**config.mk**
```make
export PLATFORM = sky130hd
export DESIGN_NAME = pwm_multi_ramp_flat
export DESIGN_NICKNAME = d
export VERILOG_FILES = /design/src/rtl/pwm_multi_ramp_if.sv /design/src/rtl/pwm_multi_ramp.sv /design/src/flat_wrapper.sv
export SDC_FILE = /design/constraint.sdc
export NUM_CORES = 1
export LEC_CHECK = 0
export ABC_CLOCK_PERIOD_IN_PS = 3310
export CAP_MARGIN = 20
export CORE_ASPECT_RATIO = 1.4
export CORE_MARGIN = 4
export CORE_UTILIZATION = 30
export DETAILED_ROUTE_END_ITERATION = 10
export PLACE_DENSITY = 0.44
export SETUP_SLACK_MARGIN = 0.05
export SYNTH_ARGS = -nofsm -noshare
export SYNTH_HDL_FRONTEND = slang
export SYNTH_SLANG_ARGS = --single-unit
```
**constraint.sdc**
```tcl
create_clock -name clk -period 3.31 [get_ports clk]
set_input_delay 0.331 -clock clk [delete_from_list [all_inputs] [get_ports clk]]
set_output_delay 0.331 -clock clk [all_outputs]
set_load 0.05 [all_outputs]
```
**src/rtl/pwm_multi_ramp_if.sv**
```systemverilog
// Configuration write port for pwm_multi_ramp: one single-cycle write per strobe.
interface pwm_multi_ramp_if #(
    parameter int CHANNELS = 6,
    parameter int WIDTH    = 8
);
    localparam int CH_W = (CHANNELS > 1) ? $clog2(CHANNELS) : 1;

    logic             cfg_we;
    logic [CH_W-1:0]  cfg_ch;
    logic [1:0]       cfg_mode;
    logic [WIDTH-1:0] cfg_duty;
    logic [WIDTH-1:0] cfg_step;

    modport master (output cfg_we, output cfg_ch, output cfg_mode, output cfg_duty, output cfg_step);
    modport slave  (input  cfg_we, input  cfg_ch, input  cfg_mode, input  cfg_duty, input  cfg_step);
endinterface

```
**src/rtl/pwm_multi_ramp.sv**
```systemverilog
// Multi-channel PWM with shadowed duty registers and a per-channel sawtooth/triangle ramp engine.
// One shared period counter feeds every comparator; duty changes reach the pins only at period wrap.
module pwm_multi_ramp #(
    parameter int CHANNELS   = 6,
    parameter int WIDTH      = 8,
    parameter int RAMP_DIV   = 27000000,
    parameter int ACTIVE_LOW = 1
) (
    input  logic                clk,
    input  logic                rst,
    input  logic                en,
    pwm_multi_ramp_if.slave     cfg,
    output logic [CHANNELS-1:0] pwm_out,
    output logic                period_end,
    output logic                ramp_tick
);
    localparam int CH_W  = (CHANNELS > 1) ? $clog2(CHANNELS) : 1;
    localparam int PRE_W = (RAMP_DIV > 1) ? $clog2(RAMP_DIV) : 1;

    localparam logic [WIDTH-1:0]    P        = {WIDTH{1'b1}};
    localparam logic [WIDTH-1:0]    CNT_LAST = P - WIDTH'(1);
    localparam logic [PRE_W-1:0]    PRE_LAST = PRE_W'(RAMP_DIV - 1);
    localparam logic                OFF_LVL  = (ACTIVE_LOW != 0);
    localparam logic [CHANNELS-1:0] OFF_MASK = {CHANNELS{OFF_LVL}};

    localparam logic [1:0] MODE_SAW = 2'b01;
    localparam logic [1:0] MODE_TRI = 2'b10;
    localparam logic [1:0] MODE_OFF = 2'b11;

    logic [WIDTH-1:0]    cnt_p0;
    logic [PRE_W-1:0]    pre_p0;
    logic [WIDTH-1:0]    pending [CHANNELS];
    logic [WIDTH-1:0]    active  [CHANNELS];
    logic [1:0]          mode    [CHANNELS];
    logic [WIDTH-1:0]    step    [CHANNELS];
    logic [CHANNELS-1:0] dir_dn;
    logic [CHANNELS-1:0] raw_p0;
    logic [CHANNELS-1:0] pwm_p1;
    logic                period_end_p1;
    logic                ramp_tick_p1;
    logic                wrap_p0;
    logic                pre_wrap_p0;

    // Next {dir_dn, pending} for one channel on a ramp tick.
    function automatic logic [WIDTH:0] ramp_next(input logic [1:0]       md,
                                                 input logic             dn,
                                                 input logic [WIDTH-1:0] pend,
                                                 input logic [WIDTH-1:0] stp);
        logic [WIDTH:0] sum;
        logic [WIDTH:0] res;
        sum = {1'b0, pend} + {1'b0, stp};
        res = {dn, pend};
        if (stp != '0) begin
            if (md == MODE_SAW) begin
                res = {dn, sum[WIDTH-1:0]};
            end else if (md == MODE_TRI) begin
                if (!dn) begin
                    res = (sum >= {1'b0, P}) ? {1'b1, P} : {1'b0, sum[WIDTH-1:0]};
                end else begin
                    res = (pend <= stp) ? {1'b0, {WIDTH{1'b0}}} : {1'b1, pend - stp};
                end
            end
        end
        return res;
    endfunction

    assign wrap_p0     = en && (cnt_p0 == CNT_LAST);
    assign pre_wrap_p0 = en && (pre_p0 == PRE_LAST);

    always_comb begin
        raw_p0 = '0;
        for (int i = 0; i < CHANNELS; i++) begin
            raw_p0[i] = (cnt_p0 < active[i]) && (mode[i] != MODE_OFF);
        end
    end

    // ---- stage p0 -> p1: counters, compare register, shadow load, config/ramp ----
    always_ff @(posedge clk or negedge rst) begin
        if (!rst) begin
            cnt_p0        <= '0;
            pre_p0        <= '0;
            pwm_p1        <= OFF_MASK;
            period_end_p1 <= 1'b0;
            ramp_tick_p1  <= 1'b0;
            dir_dn        <= '0;
            for (int i = 0; i < CHANNELS; i++) begin
                pending[i] <= '0;
                active[i]  <= '0;
                mode[i]    <= '0;
                step[i]    <= '0;
            end
        end else begin
            if (en) begin
                cnt_p0        <= wrap_p0 ? '0 : cnt_p0 + WIDTH'(1);
                pre_p0        <= pre_wrap_p0 ? '0 : pre_p0 + PRE_W'(1);
                pwm_p1        <= raw_p0 ^ OFF_MASK;
                period_end_p1 <= wrap_p0;
                ramp_tick_p1  <= pre_wrap_p0;
            end else begin
                cnt_p0        <= '0;
                pwm_p1        <= OFF_MASK;
                period_end_p1 <= 1'b0;
                ramp_tick_p1  <= 1'b0;
            end
            for (int i = 0; i < CHANNELS; i++) begin
                if (wrap_p0) active[i] <= pending[i];
                // A write on a tick cycle wins over the ramp for that channel only.
                if (cfg.cfg_we && (cfg.cfg_ch == CH_W'(i))) begin
                    pending[i] <= cfg.cfg_duty;
                    mode[i]    <= cfg.cfg_mode;
                    step[i]    <= cfg.cfg_step;
                    dir_dn[i]  <= 1'b0;
                end else if (ramp_tick_p1) begin
                    {dir_dn[i], pending[i]} <= ramp_next(mode[i], dir_dn[i], pending[i], step[i]);
                end
            end
        end
    end

    assign pwm_out    = pwm_p1;
    assign period_end = period_end_p1;
    assign ramp_tick  = ramp_tick_p1;
endmodule

```
**src/flat_wrapper.sv**
```systemverilog
// flat-port wrapper written by rule: the top's interface ports become plain ports
module pwm_multi_ramp_flat 
#(
    parameter int CHANNELS   = 6,
    parameter int WIDTH      = 8,
    parameter int RAMP_DIV   = 27000000,
    parameter int ACTIVE_LOW = 1
)
  (clk, rst, en, pwm_out, period_end, ramp_tick, cfg_cfg_we, cfg_cfg_ch, cfg_cfg_mode, cfg_cfg_duty, cfg_cfg_step);
  pwm_multi_ramp_if #(.CHANNELS(CHANNELS), .WIDTH(WIDTH)) cfg_i ();
  input  logic clk;
  input  logic rst;
  input  logic en;
  output logic [CHANNELS-1:0] pwm_out;
  output logic period_end;
  output logic ramp_tick;
  input wire logic [$bits(cfg_i.cfg_we)-1:0] cfg_cfg_we;
  input wire logic [$bits(cfg_i.cfg_ch)-1:0] cfg_cfg_ch;
  input wire logic [$bits(cfg_i.cfg_mode)-1:0] cfg_cfg_mode;
  input wire logic [$bits(cfg_i.cfg_duty)-1:0] cfg_cfg_duty;
  input wire logic [$bits(cfg_i.cfg_step)-1:0] cfg_cfg_step;
  assign cfg_i.cfg_we = cfg_cfg_we;
  assign cfg_i.cfg_ch = cfg_cfg_ch;
  assign cfg_i.cfg_mode = cfg_cfg_mode;
  assign cfg_i.cfg_duty = cfg_cfg_duty;
  assign cfg_i.cfg_step = cfg_cfg_step;
  pwm_multi_ramp #(.CHANNELS(CHANNELS), .WIDTH(WIDTH), .RAMP_DIV(RAMP_DIV), .ACTIVE_LOW(ACTIVE_LOW)) u_core (.clk(clk), .rst(rst), .en(en), .cfg(cfg_i), .pwm_out(pwm_out), .period_end(period_end), .ramp_tick(ramp_tick));
endmodule
```
==> flow_summary.json <==
{
  "initial_core_util_pct": 30.48,
  "dieArea_sq_um": 54910,
  "root_buffer": "clkbuf_16",
  "dieHeight_um": 275.7,
  "n_antenna_cell": 0,
  "syn_inst": 1784,
  "vias": 13260,
  "power.leakage_uw": 0.007534,
  "synth_ff_type": "dfrtp_1",
  "grt_max_degree": 81,
  "rr_startpoint": "u_core.step[24]$_DFFE_PN0P_",
  "via_per_inst": 5.361,
  "wl_per_cell_um": 20.90,
  "synth-edff-count": 0,
  "placementRows": 97,
  "nets": 2007,
  "synth-async-reset-ratio_pct": 100.0,
  "vdd_drop_max_mv": 0.3844,
  "synth_top_area_cell": "dfrtp_1",
  "switching_share_pct": 40.47,
  "dpl.hpwl_um": 38240,
  "comb_power_share_pct": 43.4,
  "final_cell_mix": "197 x dfrtp_1, 170 x nand2_1, 159 x ha_1, 148 x inv_1, 138 x o21ai_0",
  "io_pins": 33,
  "grt_antenna_before_repair": 0,
  "cellPowerDensity_nw_per_um2": 619.6,
  "yosys_warnings": 0,
  "max_slew_margin_pct": 37.47,
  "r2r-end": "u_core.pending[28]$_DFFE_PN0P_",
  "syn_area_sq_um": 15350,
  "core_sq_um": 50370,
  "dr.first_iter.drc_count": 811,
  "status": "finished clean",
  "syn_area_per_cell_sq_um": 8.606,
  "pwr-share-clk_pct": 27.1,
  "h-tree-depth": 1,
  "synth_area_leaders": "dfrtp_1 32%, ha_1 13%, o21ai_0 4.5%",
  "worstPathRequired_ns": 3.76,
  "dr.pass1.iters": 6,
  "drc": 0,
  "drive_above_1_share_pct": 8.743,
  "totalPowerFinal_uw": 10770,
  "synth_cell_types": 85,
  "cts_buffers": 25,
  "grt_first_pass_wirelength_um": 79490,
  "drv_cap": 0,
  "portBuffers": 32,
  "path_clk_slew_ns": 0.06,
  "hold_class": "input port to asynchronous set/reset pin",
  "tightest_slew_ns": 0.9350,
  "cp-start-kind": "flip-flop",
  "slew_viol_final": 0,
  "p_switching_uw": 4358,
  "crit_arrival_ns": 3.47,
  "areaGrowthSynthToFinish_pct": 13.19,
  "min_period_ns": 3.018,
  "sequentialPowerShare_pct": 29.5,
  "clock_path_buffers": 3,
  "clock-skew-final_ns": 0.01729,
  "cts_tree": "yes",
  "clock_sinks": 203,
  "grt_setup_unrepaired": "no",
  "end_kind": "flip-flop",
  "critical_path_class": "flip-flop to flip-flop",
  "routed_wl_um": 51680,
  "ys_ff_latch": 203,
  "syn_nets": 1980,
  "overflow": 0,
  "finalHoldViolCount": 0,
  "worst-path-max-fanout": 4,
  "period_share_pct": 91.18,
  "grt_pass1_vias": 13270,
  "grt_usage_pct": 18.59,
  "worstSkewPairLatency_ns": 0.54,
  "internal-power_uw": 6409,
  "r2r_setup_slack_ns": 0.29,
  "place_congestion": 0.8905,
  "fmaxAchievable_mhz": 331.3,
  "finalSetupViolations": 0,
  "ff2ff_path_depth": 9,
  "synth_top_area_share_pct": 32.11,
  "ant_nets": 0,
  "setup_tns_ns": 0,
  "seq_area_frac_synth_pct": 33.14,
  "die_width_um": 199.2,
  "final_common_cell": "dfrtp_1"
}
Yosys cell counts, types with 5 or more instances:
cell         n
dfrtp_1    197
nand2_1    170
ha_1       159
inv_1      148
o21ai_0    138
nor2_1     130
a21oi_1    112
clkbuf_1    53
nand3_1     51
nor2b_1     44
mux2_2      42
xnor2_1     40
xor2_1      33
nand2b_1    32
nor3_1      32
a21o_1      25
o211ai_1    22
or3_1       22
nand4_1     20
a211oi_1    18
o22ai_1     17
and3_1      16
or2_2       16
a31oi_1     13
o21a_1      13
o31ai_1     13
fa_1        12
nor4_1      11
or4_1       11
nor3b_1     10
o21bai_1    10
a22oi_1      8
nor4b_1      8
and2_1       7
buf_2        7
nand3b_1     7
dfstp_2      6
o221ai_1     6
a211o_1      5
a221oi_1     5
a2bb2oi_1    5
per-stage QoR:
| step | hold WS (ns) | setup WS [ns] | cells | utilization (%) | cell area (sq um) |
|---|---|---|---|---|---|
| finish | 0.4128 | 0.2918 | 2473 | 34.50 | 17380 |
| global route | 0.4788 | 0.05167 | 2473 | 34.50 | 17380 |
| CTS | 0.4399 | 0.2413 | 2471 | 34.47 | 17360 |
| detailed placement | 0.3925 | 0.2623 | 2424 | 32.74 | 16490 |
| global placement | 0.3937 | 0.2991 | 2424 | 32.74 | 16490 |
| floorplan | 0.03541 | 0.6209 | 1784 | - | 15350 |
repair_timing:
| action | in CTS | in global routing |
|---|---|---|
| hold buffers | 1 | 0 |
| gates resized for setup | 0 | 2 |
| buffers inserted | 0 | 0 |
| endpoints found under the hold margin | 73 | 0 |
| endpoints found under the setup margin | 0 | 7 |
per-layer routing:
metal	GRT usage [%]	wire, um
met1	23.80	22700
met2	33.45	25820
met3	1.538	1679
met4	5.131	1478
met5	0	0
final cells by class:
cell class / count / area (sq um)
Fill cell: 5232 / 32990
Multi-Input combinational cell: 1367 / 9467
Sequential cell: 203 / 5087
Tap cell: 643 / 804.5
Clock buffer: 34 / 689.4
Timing Repair Buffer: 66 / 605.6
Inverter: 148 / 555.5
Clock inverter: 12 / 168.9
power by group through the flow:
stage | Clock (uW) | Sequential (uW) | Combinational, uW
floorplan | 0 | 3090 | 3320
global placement | 0 | 3220 | 4610
detailed placement | 0 | 3220 | 4610
CTS | 3010 | 3180 | 4640
global route | 3090 | 3220 | 5170
finish | 2910 | 3180 | 4670
worst max-delay path by stage:
| stage | from | to | cells after the start |
|---|---|---|---|
| floorplan | u_core.step[24]$_DFFE_PN0P_ | u_core.pending[28]$_DFFE_PN0P_ | 9 |
| global placement | u_core.step[0]$_DFFE_PN0P_ | u_core.pending[1]$_DFFE_PN0P_ | 9 |
| detailed placement | u_core.step[0]$_DFFE_PN0P_ | u_core.pending[1]$_DFFE_PN0P_ | 9 |
| CTS | u_core.step[0]$_DFFE_PN0P_ | u_core.pending[1]$_DFFE_PN0P_ | 9 |
| global route | u_core.step[18]$_DFFE_PN0P_ | u_core.pending[19]$_DFFE_PN0P_ | 9 |
| finish | u_core.step[24]$_DFFE_PN0P_ | u_core.pending[28]$_DFFE_PN0P_ | 9 |
logic make-up (layout without fill, tap and decap cells):
logic type	count (synthesis)	in the layout	synth area share, %
XOR/XNOR	73	73	4.165
AND/OR/NAND/NOR	604	604	19.69
buffers and inverters	214	260	5.338
AO/OA/AOI/OAI	473	473	19.80
multiplexers	46	46	3.341
adder cells (fa/ha/maj)	171	171	14.52
flip-flops	203	203	33.14
worst max-delay path, stage by stage, from the launching register on:
cell and delay (ns):
dfrtp_1 0.41, ha_1 0.25, fa_1 0.41, nor2b_1 0.18, o2111ai_1 0.21, o311ai_1 0.24
or3_1 0.42, o41a_1 0.43, and2_4 0.19, a32oi_1 0.19
registers in the layout, summed over array words and instances (netlist names), 6 cells and up:
register / flops
u_core.pre_p0: 25
u_core.pwm_out: 6
u_core.pending: 48
u_core.step: 48
u_core.cnt_p0: 8
u_core.dir_dn: 6
u_core.active: 48
u_core.mode: 12
Power figures use the tool's default switching activity.
